File: src/rtl/king_pkg.sv
// Shared definitions for the branch-fetch unit: opcode, condition codes,
// flag bit positions, FSM state type and the branch target helper.
package king_pkg;

    localparam int ADDR_W = 16;
    localparam int INSTR_W = 16;

    // Opcode that marks a conditional branch in instr[15:12].
    localparam logic [3:0] OP_BR = 4'hF;

    // Condition codes carried in instr[11:8]; 8..15 are reserved and never taken.
    localparam logic [3:0] COND_ALWAYS = 4'h0;
    localparam logic [3:0] COND_Z      = 4'h1;
    localparam logic [3:0] COND_NZ     = 4'h2;
    localparam logic [3:0] COND_N      = 4'h3;
    localparam logic [3:0] COND_NN     = 4'h4;
    localparam logic [3:0] COND_C      = 4'h5;
    localparam logic [3:0] COND_NC     = 4'h6;
    localparam logic [3:0] COND_V      = 4'h7;

    // Bit positions inside the {Z,N,C,V} flags bus.
    localparam int FLAG_Z = 3;
    localparam int FLAG_N = 2;
    localparam int FLAG_C = 1;
    localparam int FLAG_V = 0;

    typedef enum logic [1:0] {
        ST_IDLE  = 2'd0,
        ST_FETCH = 2'd1,
        ST_EXEC  = 2'd2,
        ST_NEXT  = 2'd3
    } state_t;

    // Branch target: pc plus the sign-extended 8-bit offset, wrapping mod 2^16.
    function automatic logic [ADDR_W-1:0] branch_target(
        input logic [ADDR_W-1:0] pc,
        input logic [7:0]        offset
    );
        return pc + {{(ADDR_W-8){offset[7]}}, offset};
    endfunction

endpackage

File: src/rtl/cond_eval.sv
// Combinational evaluation of a branch condition code against the live flags.
module cond_eval
    import king_pkg::*;
(
    input  logic [3:0] cond,
    input  logic [3:0] flags,
    output logic       True
);

    // Decode the condition code; reserved codes resolve to not-taken.
    always_comb begin
        // NOTE: default first so every path assigns True and no latch is inferred.
        True = 1'b0;
        case (cond)
            COND_ALWAYS: True = 1'b1;
            COND_Z:      True = flags[FLAG_Z];
            COND_NZ:     True = ~flags[FLAG_Z];
            COND_N:      True = flags[FLAG_N];
            COND_NN:     True = ~flags[FLAG_N];
            COND_C:      True = flags[FLAG_C];
            COND_NC:     True = ~flags[FLAG_C];
            COND_V:      True = flags[FLAG_V];
            default:     True = 1'b0;
        endcase
    end

endmodule

File: src/rtl/busca_desvio.sv
// Instruction fetch and branch detection unit: fetches one instruction per
// pass through FETCH, presents it in EXEC, and reports branch/condition/target.
module busca_desvio
    import king_pkg::*;
(
    input  logic                sys_clock,
    input  logic                reset,
    input  logic [ADDR_W-1:0]   end_prox,
    output logic [ADDR_W-1:0]   end_atual,
    output logic                Desvio,
    output logic                True,
    output logic [ADDR_W-1:0]   end_desvio,
    output logic                mem_req,
    output logic [ADDR_W-1:0]   mem_addr,
    input  logic                mem_ack,
    input  logic [INSTR_W-1:0]  mem_data,
    input  logic [3:0]          flags,
    input  logic                stall,
    output logic [INSTR_W-1:0]  instr,
    output logic                instr_valid,
    output logic [15:0]         instr_count
);

    state_t             state_q, state_d;
    logic [ADDR_W-1:0]  pc_q, pc_d;
    logic [INSTR_W-1:0] instr_q, instr_d;
    logic [15:0]        count_q, count_d;

    logic               in_exec;
    logic               is_branch;
    logic               cond_true;

    // State and datapath registers; reset forces everything back to IDLE at once.
    always_ff @(posedge sys_clock or posedge reset) begin
        // NOTE: reset is asynchronous so an abandoned FETCH drops mem_req without waiting for an edge.
        if (reset) begin
            state_q <= ST_IDLE;
            pc_q    <= '0;
            instr_q <= '0;
            count_q <= '0;
        end else begin
            // NOTE: non-blocking so every register samples the pre-edge values together.
            state_q <= state_d;
            pc_q    <= pc_d;
            instr_q <= instr_d;
            count_q <= count_d;
        end
    end

    // Next-state logic: load pc, fetch until acknowledged, execute, advance.
    always_comb begin
        state_d = state_q;
        pc_d    = pc_q;
        instr_d = instr_q;
        count_d = count_q;
        mem_req = 1'b0;
        case (state_q)
            ST_IDLE: begin
                // Any late mem_ack is ignored here; only end_prox matters.
                pc_d    = end_prox;
                state_d = ST_FETCH;
            end
            ST_FETCH: begin
                mem_req = 1'b1;
                if (mem_ack) begin
                    instr_d = mem_data;
                    state_d = ST_EXEC;
                end
            end
            ST_EXEC: begin
                // A stall freezes the instruction in place; otherwise it retires.
                if (!stall) begin
                    count_d = count_q + 16'd1;
                    state_d = ST_NEXT;
                end
            end
            ST_NEXT: begin
                pc_d    = end_prox;
                state_d = ST_FETCH;
            end
            default: begin
                state_d = ST_IDLE;
            end
        endcase
    end

    assign in_exec   = (state_q == ST_EXEC);
    assign is_branch = (instr_q[15:12] == OP_BR);

    cond_eval u_cond_eval (
        .cond  (instr_q[11:8]),
        .flags (flags),
        .True  (cond_true)
    );

    // Decoder-facing outputs; branch indications are only meaningful in EXEC.
    assign end_atual   = pc_q;
    assign mem_addr    = pc_q;
    assign instr       = instr_q;
    assign instr_count = count_q;
    assign instr_valid = in_exec;
    assign Desvio      = in_exec & is_branch;
    assign True        = in_exec & cond_true;
    assign end_desvio  = branch_target(pc_q, instr_q[7:0]);

endmodule

File: config.mk
export PLATFORM = sky130hd
export DESIGN_NAME = busca_desvio
export DESIGN_NICKNAME = d
export VERILOG_FILES = /design/src/rtl/king_pkg.sv /design/src/rtl/cond_eval.sv /design/src/rtl/busca_desvio.sv
export SDC_FILE = /design/constraint.sdc
export NUM_CORES = 1
export LEC_CHECK = 0
export CORE_ASPECT_RATIO = 0.5
export CORE_MARGIN = 2
export CORE_UTILIZATION = 43
export DETAILED_ROUTE_END_ITERATION = 10
export GPL_TIMING_DRIVEN = 0
export HOLD_SLACK_MARGIN = 0.1
export PLACE_DENSITY = 0.88
export SETUP_SLACK_MARGIN = 0.4
export SYNTH_ARGS = -nofsm -noshare
export SYNTH_HDL_FRONTEND = slang
export SYNTH_SLANG_ARGS = --single-unit
File: constraint.sdc
create_clock -name sys_clock -period 3.57 [get_ports sys_clock]
set_input_delay 1.071 -clock sys_clock [delete_from_list [all_inputs] [get_ports sys_clock]]
set_output_delay 1.071 -clock sys_clock [all_outputs]
set_load 0.01 [all_outputs]
### Word-level counts from Yosys, hierarchy flattened

Index checks and enable logic that the tools add are counted.
W data, S select, Z words.

| storage, ports and cells | value |
|---|---|
| bits in registers | 50 |
| latch bits | 0 |
| bits in writable memories | 0 |
| memory bits (read-only) | 0 |
| input port bits | 40 |
| logic and storage cells | 36 |
| memories | 0 |

| cells by class | value |
|---|---|
| add/sub/neg operators | 2 |
| multiply operators | 0 |
| div/mod/pow operators | 0 |
| magnitude comparators | 0 |
| eq/ne operators | 13 |
| shift operators | 0 |
| muxes and demuxes | 5 |
| bitwise logic cells | 6 |
| reductions and logical operators | 6 |

Operator list:

| cell | number |
|---|---|
| $add A16 B1 Y16 const B | 1 |
| $add A16 B16 Y16 | 1 |
| $eq A4 B3 Y1 const B | 4 |
| $eq A4 B2 Y1 const B | 2 |
| $pmux W1 S8 | 1 |
| $pmux W2 S3 | 1 |
| $reduce_and A2 Y1 | 3 |
| $eq A2 B2 Y1 const B | 2 |
| $eq A4 B1 Y1 const B | 1 |
| $eq A4 B4 Y1 const B | 1 |
| $logic_not A4 Y1 | 1 |
| $mux W2 | 2 |
| $ne A2 B2 Y1 const B | 2 |
| $not A1 Y1 | 4 |
| $and A1 B1 Y1 | 2 |
| $eq A2 B1 Y1 const B | 1 |
| $logic_not A2 Y1 | 1 |
| $reduce_or A2 Y1 | 1 |
| $mux W1 | 1 |

### Depth between registers and ports, before layout

Gate-level depths: netlist (run 1).

| depth | value |
|---|---|
| depth after elaboration | 3 |
| mapped depth | 8 |
| depth with buffers taken out | 8 |

### Cells and area by module

A second synthesis (run 1) with hierarchy kept.

| second synthesis, totals | value |
|---|---|
| cell total of the unflattened synthesis | 264 |
| area total of the unflattened synthesis | 2941.6 um^2 |

By module, submodules not included:

| module | instances | cells each | area an instance (um^2) | sequential area each (um^2) |
|---|---|---|---|---|
| busca_desvio | 1 | 254 | 2876.5 | 1251.2 |
| cond_eval | 1 | 10 | 65.1 | 0.0 |

### Least setup slack after synthesis (run 1)

No wires, ideal clock.

| timing | value |
|---|---|
| path kind | reg-to-output |
| start point | register pc_q[0] (netlist: end_atual[0]) |
| end point | output port end_desvio[12] |
| arrival time | 2.131 ns |
| data required time | 2.499 ns |
| path slack | 0.368 ns |
| stages on the path, launching flop included | 9 |
| path through | dfrtp_1 -> ha_1 -> inv_1 -> fa_1 -> nor2b_1 -> o31a_4 -> o211ai_4 -> mux2_4 -> a2111oi_4 |

| on the way | value |
|---|---|
| cells in the longest elaborated chain, start to end | 1 |

Ends and longest elaborated chain:

| item | line | text |
|---|---|---|
| from (decl) | busca_desvio.sv:25 | `logic [ADDR_W-1:0] pc_q, pc_d;` |
| from (signal assigned) | busca_desvio.sv:44 | `pc_q <= pc_d;` |
| $add A16 B16 Y16 | king_pkg.sv:39 | `return pc + {{(ADDR_W-8){offset[7]}}, offset};` |
| to (decl) | busca_desvio.sv:12 | `output logic [ADDR_W-1:0] end_desvio,` |

Every way passes these cells.

### Worst setup path in the final report (run 1)

| timing | value |
|---|---|
| start point | register instr_q[0] (netlist: instr[0]) |
| end point | output port end_desvio[12] |

| on the way | value |
|---|---|
| cells in the longest elaborated chain, start to end | 1 |

Ends and longest elaborated chain:

| item | line | text |
|---|---|---|
| from (decl) | busca_desvio.sv:26 | `logic [INSTR_W-1:0] instr_q, instr_d;` |
| from (signal assigned) | busca_desvio.sv:45 | `instr_q <= instr_d;` |
| $add A16 B16 Y16 | king_pkg.sv:39 |  |

Every way passes these cells.

==> flow_summary.toml, run 1 <==
[synth]
async_flop_share_pct = 100
syn_nets = 336
synth_warnings = 0
ys_seq_area_share_pct = 41.6
synth_top_flop_cell = "dfrtp_1"
synth_top_area_share_pct = 41.6
synth_edf_count = 0
synth.avg_cell_area_um2 = 10.9
synth.largest_area_cell = "dfrtp_1"
synth_area_leaders = "dfrtp_1, mux2_2, ha_1, xnor2_1, buf_4"
yosys_register_bits = 50
syn-instance-count = 276
synth_cell_type_count = 45
netlist_area_um2 = 3010

[worst_setup_path]
worst-path-buf-inv = 2
r2r_cells = 5
cp_cell_sequence = "ha_4 > inv_2 > fa_2 > nor2b_2 > o31a_4 > o211ai_4 > mux2_4 > a2111oi_4 > buf_2"
critical-path-top-delay-family = "compound AO/OA/AOI/OAI gates"
required_ns = 2.50
slowest_delay_ns = 0.41
cp_data_arrival_time_ns = 2.41
r2r_end = "end_atual[6]$_DFFE_PP0P_"
rr_startpoint = "state_q[0]$_DFFE_PP0P_"
path_class = "reg2out"
end_kind = "output pin"
critPathMaxFanout = 3
startpoint_type = "flop"
cp_slowest_cell = "dfrtp_1"
ff2ff_setup_slack_ns = 1.34

[sta]
tns_ns = 0
setup_violations = 0
fin_crit_sh_pct = 97.5
tightest_slew_ns = 0.662
finalClockSkew_ns = 0.0107
rsz0062_at_grt = "yes"
worst_slack_ns = 0.0875
slew_headroom_pct = 55.9
period_minus_slack_ns = 3.48
whs_ns = 0.498
drv_slew = 0
fmax_mhz = 287
final-hold-violation-count = 0

[power_and_ir_drop]
pwr-share-seq_pct = 17.5
leakage_uw = 0.00210
internal_power_uw = 3660
power_frac_comb_pct = 75.5
ir_drop_mv = 0.456
power_frac_clock_pct = 7.0
p_sw_uw = 2790
p_per_area_nw_per_um2 = 1300
p_sw_share_pct = 43.2

[placement]
post-dp-hpwl_mm = 6.26
dp.cells = 492
place_area_um2 = 4380
io_buffers = 123
pre_cts_ws_ns = -0.197
gp_congestion = 0.822

[detailed_routing]
dr.pass1.iters = 4
drt_iter0_drc = 172
drc = 0
vias = 2758
drt_wl_total_mm = 10.1
ant_nets = 0
avgViaCountPerCell = 5.28
wl_per_cell_um = 19.4

[global_routing]
antenna_found_initial = 0
grt_max_degree = 32
grtUsageTotal_pct = 25.0
grt_pass1_wl_mm = 14.9
gr-total-overflow = 0
grt_pass1_vias = 2879

[status]
status = "finished, final reports clean"

[clocking]
numClockSinks = 50
htreeDepth = 2
clkTransAtPathRegs_ns = 0.06
clk_latency_ns = 0.29
cts_hold_buf = 0
cts_tree = "done"
clock-root-buffer = "clkbuf_16"
clk_path_buf_depth = 2
cts_buffers = 5

[layout]
fin_cells = 522
layout_commonest_cell = "clkdlybuf4s50_1"
synthToLayoutAreaGrowth_pct = 65.0
drive_gt1_share_pct = 31.9
layout_common_cells = "clkdlybuf4s50_1, dfrtp_1, buf_4, mux2_2, xnor2_1"
diodes = 0
nets = 490
final_area_um2 = 4960

[die]
fp.dieW_um = 122
dieHeight_um = 63.2
rows = 21
dieArea_um2 = 7720
start_util_pct = 44.7
boundaryPins = 124
core-area_um2 = 6730

[min_path]
hp-start = "instr_count[8]$_DFFE_PP0P_"
whs_path_depth = 1
holdPathEnd = "instr_count[8]$_DFFE_PP0P_"
hp-class = "reg2reg"

[job]
cap_viol_max_count = 0
==> cell families (layout without fill, tap and decap cells) <==
group / Yosys count / count (layout) / share of synthesized area, %
compound gates: 48 / 48 / 11.5
xor+xnor: 28 / 28 / 8.15
fa+ha+maj: 20 / 20 / 8.57
buf+inv: 34 / 188 / 6.53
flops: 50 / 50 / 41.6
mux: 34 / 34 / 12.8
simple gates: 62 / 62 / 10.9
==> state kept, by name, summed over array words and instances, names as in the netlist <==
| name | cells |
|---|---|
| end_atual | 16 |
| instr | 16 |
| instr_count | 16 |
| state_q | 2 |
==> repair_timing <==
item                       in CTS  in global routing
pin swaps                      12                 11
buffers inserted               16                  7
resized for setup              71                 36
setup endpoints to repair      14                 14
==> through the flow <==
stage	utilization (%)	power [uW]
floorplan	-	3260
global placement	64.8	4960
detailed placement	65.0	5050
CTS	71.3	5870
global route	73.8	6760
finish	73.8	6450
==> worst reg2reg max path, cell delays in order (launching register included) <==
cell and delay, ns:
dfrtp_1 0.40, inv_1 0.06, ha_1 0.29, clkbuf_1 0.41, clkbuf_1 0.50, mux2_2 0.44
==> layer usage <==
layer | track usage [%] | routed length [um] | share of wire, % | up-vias
met4 | 10.1 | 329 | 3.3 | 0
li1 | - | - | - | 1266
met2 | 45.1 | 5320 | 53 | 90
met3 | 4.08 | 426 | 4.2 | 33
met1 | 29.7 | 4030 | 40 | 1369
met5 | 0 | 0 | 0 | -
==> synth_stat cells, drive strengths merged (2+ instances only) <==
cell / count
dfrtp: 50
nand2: 16
clkbuf: 3
nor3: 5
nand2b: 3
xnor2: 21
a21o: 2
xor2: 7
o21ai: 14
mux2: 33
ha: 19
o21bai: 2
buf: 18
and4: 2
inv: 13
nor2b: 5
nand3: 11
o211ai: 2
nor2: 11
and3: 2
nor3b: 2
a21oi: 16
a211oi: 2
nand4: 5
==> worst max-delay path by stage <==
stage / start / endpoint / depth (start not counted)
floorplan: end_atual[0]$_DFFE_PP0P_ / end_desvio[12] / 8
global placement: flags[3] / True / 7
detailed placement: flags[1] / True / 7
CTS: instr[0]$_DFFE_PP0P_ / end_desvio[12] / 9
global route: instr[0]$_DFFE_PP0P_ / end_desvio[12] / 9
finish: instr[0]$_DFFE_PP0P_ / end_desvio[12] / 9
==> power groups by stage <==
stage          registers (uW)  clock network [uW]  logic, uW
2_1_floorplan            1100                   0       2170
3_3_place_gp             1060                   0       3900
5_1_grt                  1150                 482       5130
6_report                 1130                 452       4870
4_1_cts                  1080                 447       4340
3_5_place_dp             1070                   0       3980
==> area by class of cell <==
cell class | count | area (um2)
multi-input combinational | 192 | 1860
fill | 410 | 1760
timing repair buffer | 147 | 1400
sequential | 50 | 1250
buffer | 21 | 151
clock buffer | 7 | 133
tap | 92 | 115
inverter | 13 | 52.6
No activity file was read; power rests on OpenSTA's default activity.
==> run 2, diff against run 1 <==
--- a/config.mk
+++ b/config.mk
@@ -11,7 +11,8 @@
 export DETAILED_ROUTE_END_ITERATION = 10
 export GPL_TIMING_DRIVEN = 0
 export HOLD_SLACK_MARGIN = 0.1
-export PLACE_DENSITY = 0.88
+export PLACE_DENSITY_LB_ADDON = 0.1
+export RECOVER_POWER = 50
 export SETUP_SLACK_MARGIN = 0.4
 export SYNTH_ARGS = -nofsm -noshare
 export SYNTH_HDL_FRONTEND = slang
==> run 2 against run 1 <==
- sequential cell count unchanged
- final cell count up 2.5%
- via count down 1.7%
- sequential power down 4%
- final area is 2.4% higher
- sequential share of layout area is 0.60 points lower
- first-iteration DRC count is 50% lower
- register-to-register slack improved by 0.08 ns
- routed wire length shrank 13%
- core utilization up 1.8 points
==> flow_summary.toml, run 2 (synthesized netlist as in run 1, its figures left out) <==
[layout]
fin_cells = 535
layout_common_cells = "clkdlybuf4s50_1, dfrtp_1, buf_4, mux2_2, xnor2_1"
synthToLayoutAreaGrowth_pct = 69.0
final_area_um2 = 5080
diodes = 0
layout_commonest_cell = "clkdlybuf4s50_1"
nets = 503
drive_gt1_share_pct = 36.6
fin_util_pct = 75.6

[placement]
gp_congestion = 0.871
post-dp-hpwl_mm = 5.85
io_buffers = 123
place_area_um2 = 4380
dp.cells = 492

[sta]
slew_headroom_pct = 34.1
tightest_slew_ns = 0.988
final-hold-violation-count = 0
finalClockSkew_ns = 0.00334
period_minus_slack_ns = 3.48
setup_violations = 0
fin_crit_sh_pct = 97.4
fmax_mhz = 288
tns_ns = 0
rsz0062_at_grt = "yes"
drv_slew = 0

[worst_setup_path]
startpoint_type = "flop"
ff2ff_setup_slack_ns = 1.42
critPathMaxFanout = 3
cp_cell_sequence = "ha_2 > inv_2 > fa_2 > nor2b_2 > o31a_4 > o211ai_4 > mux2_4 > a2111oi_4 > buf_2"
cp_slowest_cell = "dfrtp_1"
path_class = "reg2out"
required_ns = 2.50
slowest_delay_ns = 0.39
end_kind = "output pin"
critical-path-top-delay-family = "compound AO/OA/AOI/OAI gates"
worst-path-buf-inv = 2
cp_data_arrival_time_ns = 2.40

[die]
fp.dieW_um = 122
dieHeight_um = 63.2
boundaryPins = 124
start_util_pct = 44.7
rows = 21
core-area_um2 = 6730
dieArea_um2 = 7720

[global_routing]
grt_pass1_vias = 2783
grt_pass1_wl_mm = 13.8
grt_max_degree = 41
antenna_found_initial = 0
grtUsageTotal_pct = 22.6
gr-total-overflow = 0

[detailed_routing]
dr.pass1.iters = 4
drt_wl_total_mm = 8.80
ant_nets = 0
drt_iter0_drc = 86
vias = 2711
drc = 0
wl_per_cell_um = 16.5
avgViaCountPerCell = 5.07

[clocking]
cts_buffers = 5
clk_latency_ns = 0.29
cts_hold_buf = 0
htreeDepth = 2
clkTransAtPathRegs_ns = 0.06
clk_path_buf_depth = 2
clock-root-buffer = "clkbuf_16"
numClockSinks = 50
cts_tree = "done"

[power_and_ir_drop]
leakage_uw = 0.00219
ir_drop_mv = 0.535
p_per_area_nw_per_um2 = 1290
total_power_uw = 6560

[status]
status = "finished, final reports clean"

[job]
cap_viol_max_count = 0

[min_path]
hp-class = "reg2reg"
run 2: cell count changes in the layout (fill, tap and decap cells not counted), sizes merged, moves of 2 or more:
cell	change
clkdlybuf4s50	-15
clkdlybuf4s15	-4
dlygate4sd2	-2
dlygate4sd3	+15
clkbuf	+2
buf	+14
run 2: worst paths after layout:
path / to / cells after the start / start
max: end_desvio[12] / 9 / instr[0]$_DFFE_PP0P_
min in group asynchronous: instr[12]$_DFFE_PP0P_ / 2 / reset
min: instr_count[11]$_DFFE_PP0P_ / 1 / instr_count[11]$_DFFE_PP0P_
min reg2reg: instr_count[11]$_DFFE_PP0P_ / 1 / instr_count[11]$_DFFE_PP0P_
max in group asynchronous: instr[7]$_DFFE_PP0P_ / 3 / reset
max reg2reg: end_atual[4]$_DFFE_PP0P_ / 5 / state_q[0]$_DFFE_PP0P_
run 2: through the flow:
step,setup slack [ns],hold slack [ns]
finish,0.0941,0.487
CTS,0.107,0.501
global placement,-0.130,0.477
floorplan,0.495,0.507
detailed placement,-0.157,0.484
global route,-0.0277,0.523
run 2: worst register-to-register path, cell delays in order (launching register included):
cell      delay [ns]
dfrtp_1         0.39
inv_1           0.06
ha_1            0.27
clkbuf_1        0.41
clkbuf_1        0.49
mux2_2          0.41
run 2: final cells by class:
type	count	area, um2
Multi-Input combinational cell	192	1900
Fill cell	439	1640
Timing Repair Buffer	160	1480
Sequential cell	50	1250
Buffer	21	146
Clock buffer	5	125
Tap cell	92	115
Inverter	13	52.6
Clock inverter	2	13.8
run 2: power breakdown:
group	switching (uW)	internal, uW	leakage, uW
registers	292	795	0.000612
logic	2290	2720	0.00151
clock network	212	257	0.0000701
total	2800	3770	0.00219
run 2: timing repair:
item | 4_1_cts | 5_1_grt
setup endpoints to repair | 14 | 14
resized for setup | 83 | 47
buffers inserted | 22 | 14
pin swaps | 25 | 23
run 2: per-layer routing:
layer | vias up | wire length, um | track usage (%) | share of wire [%]
met2 | 86 | 4560 | 40.3 | 52
met5 | - | 0 | 0 | 0
met3 | 25 | 404 | 5.25 | 4.6
met1 | 1304 | 3570 | 26.7 | 41
met4 | 0 | 263 | 7.76 | 3.0
li1 | 1296 | - | - | -
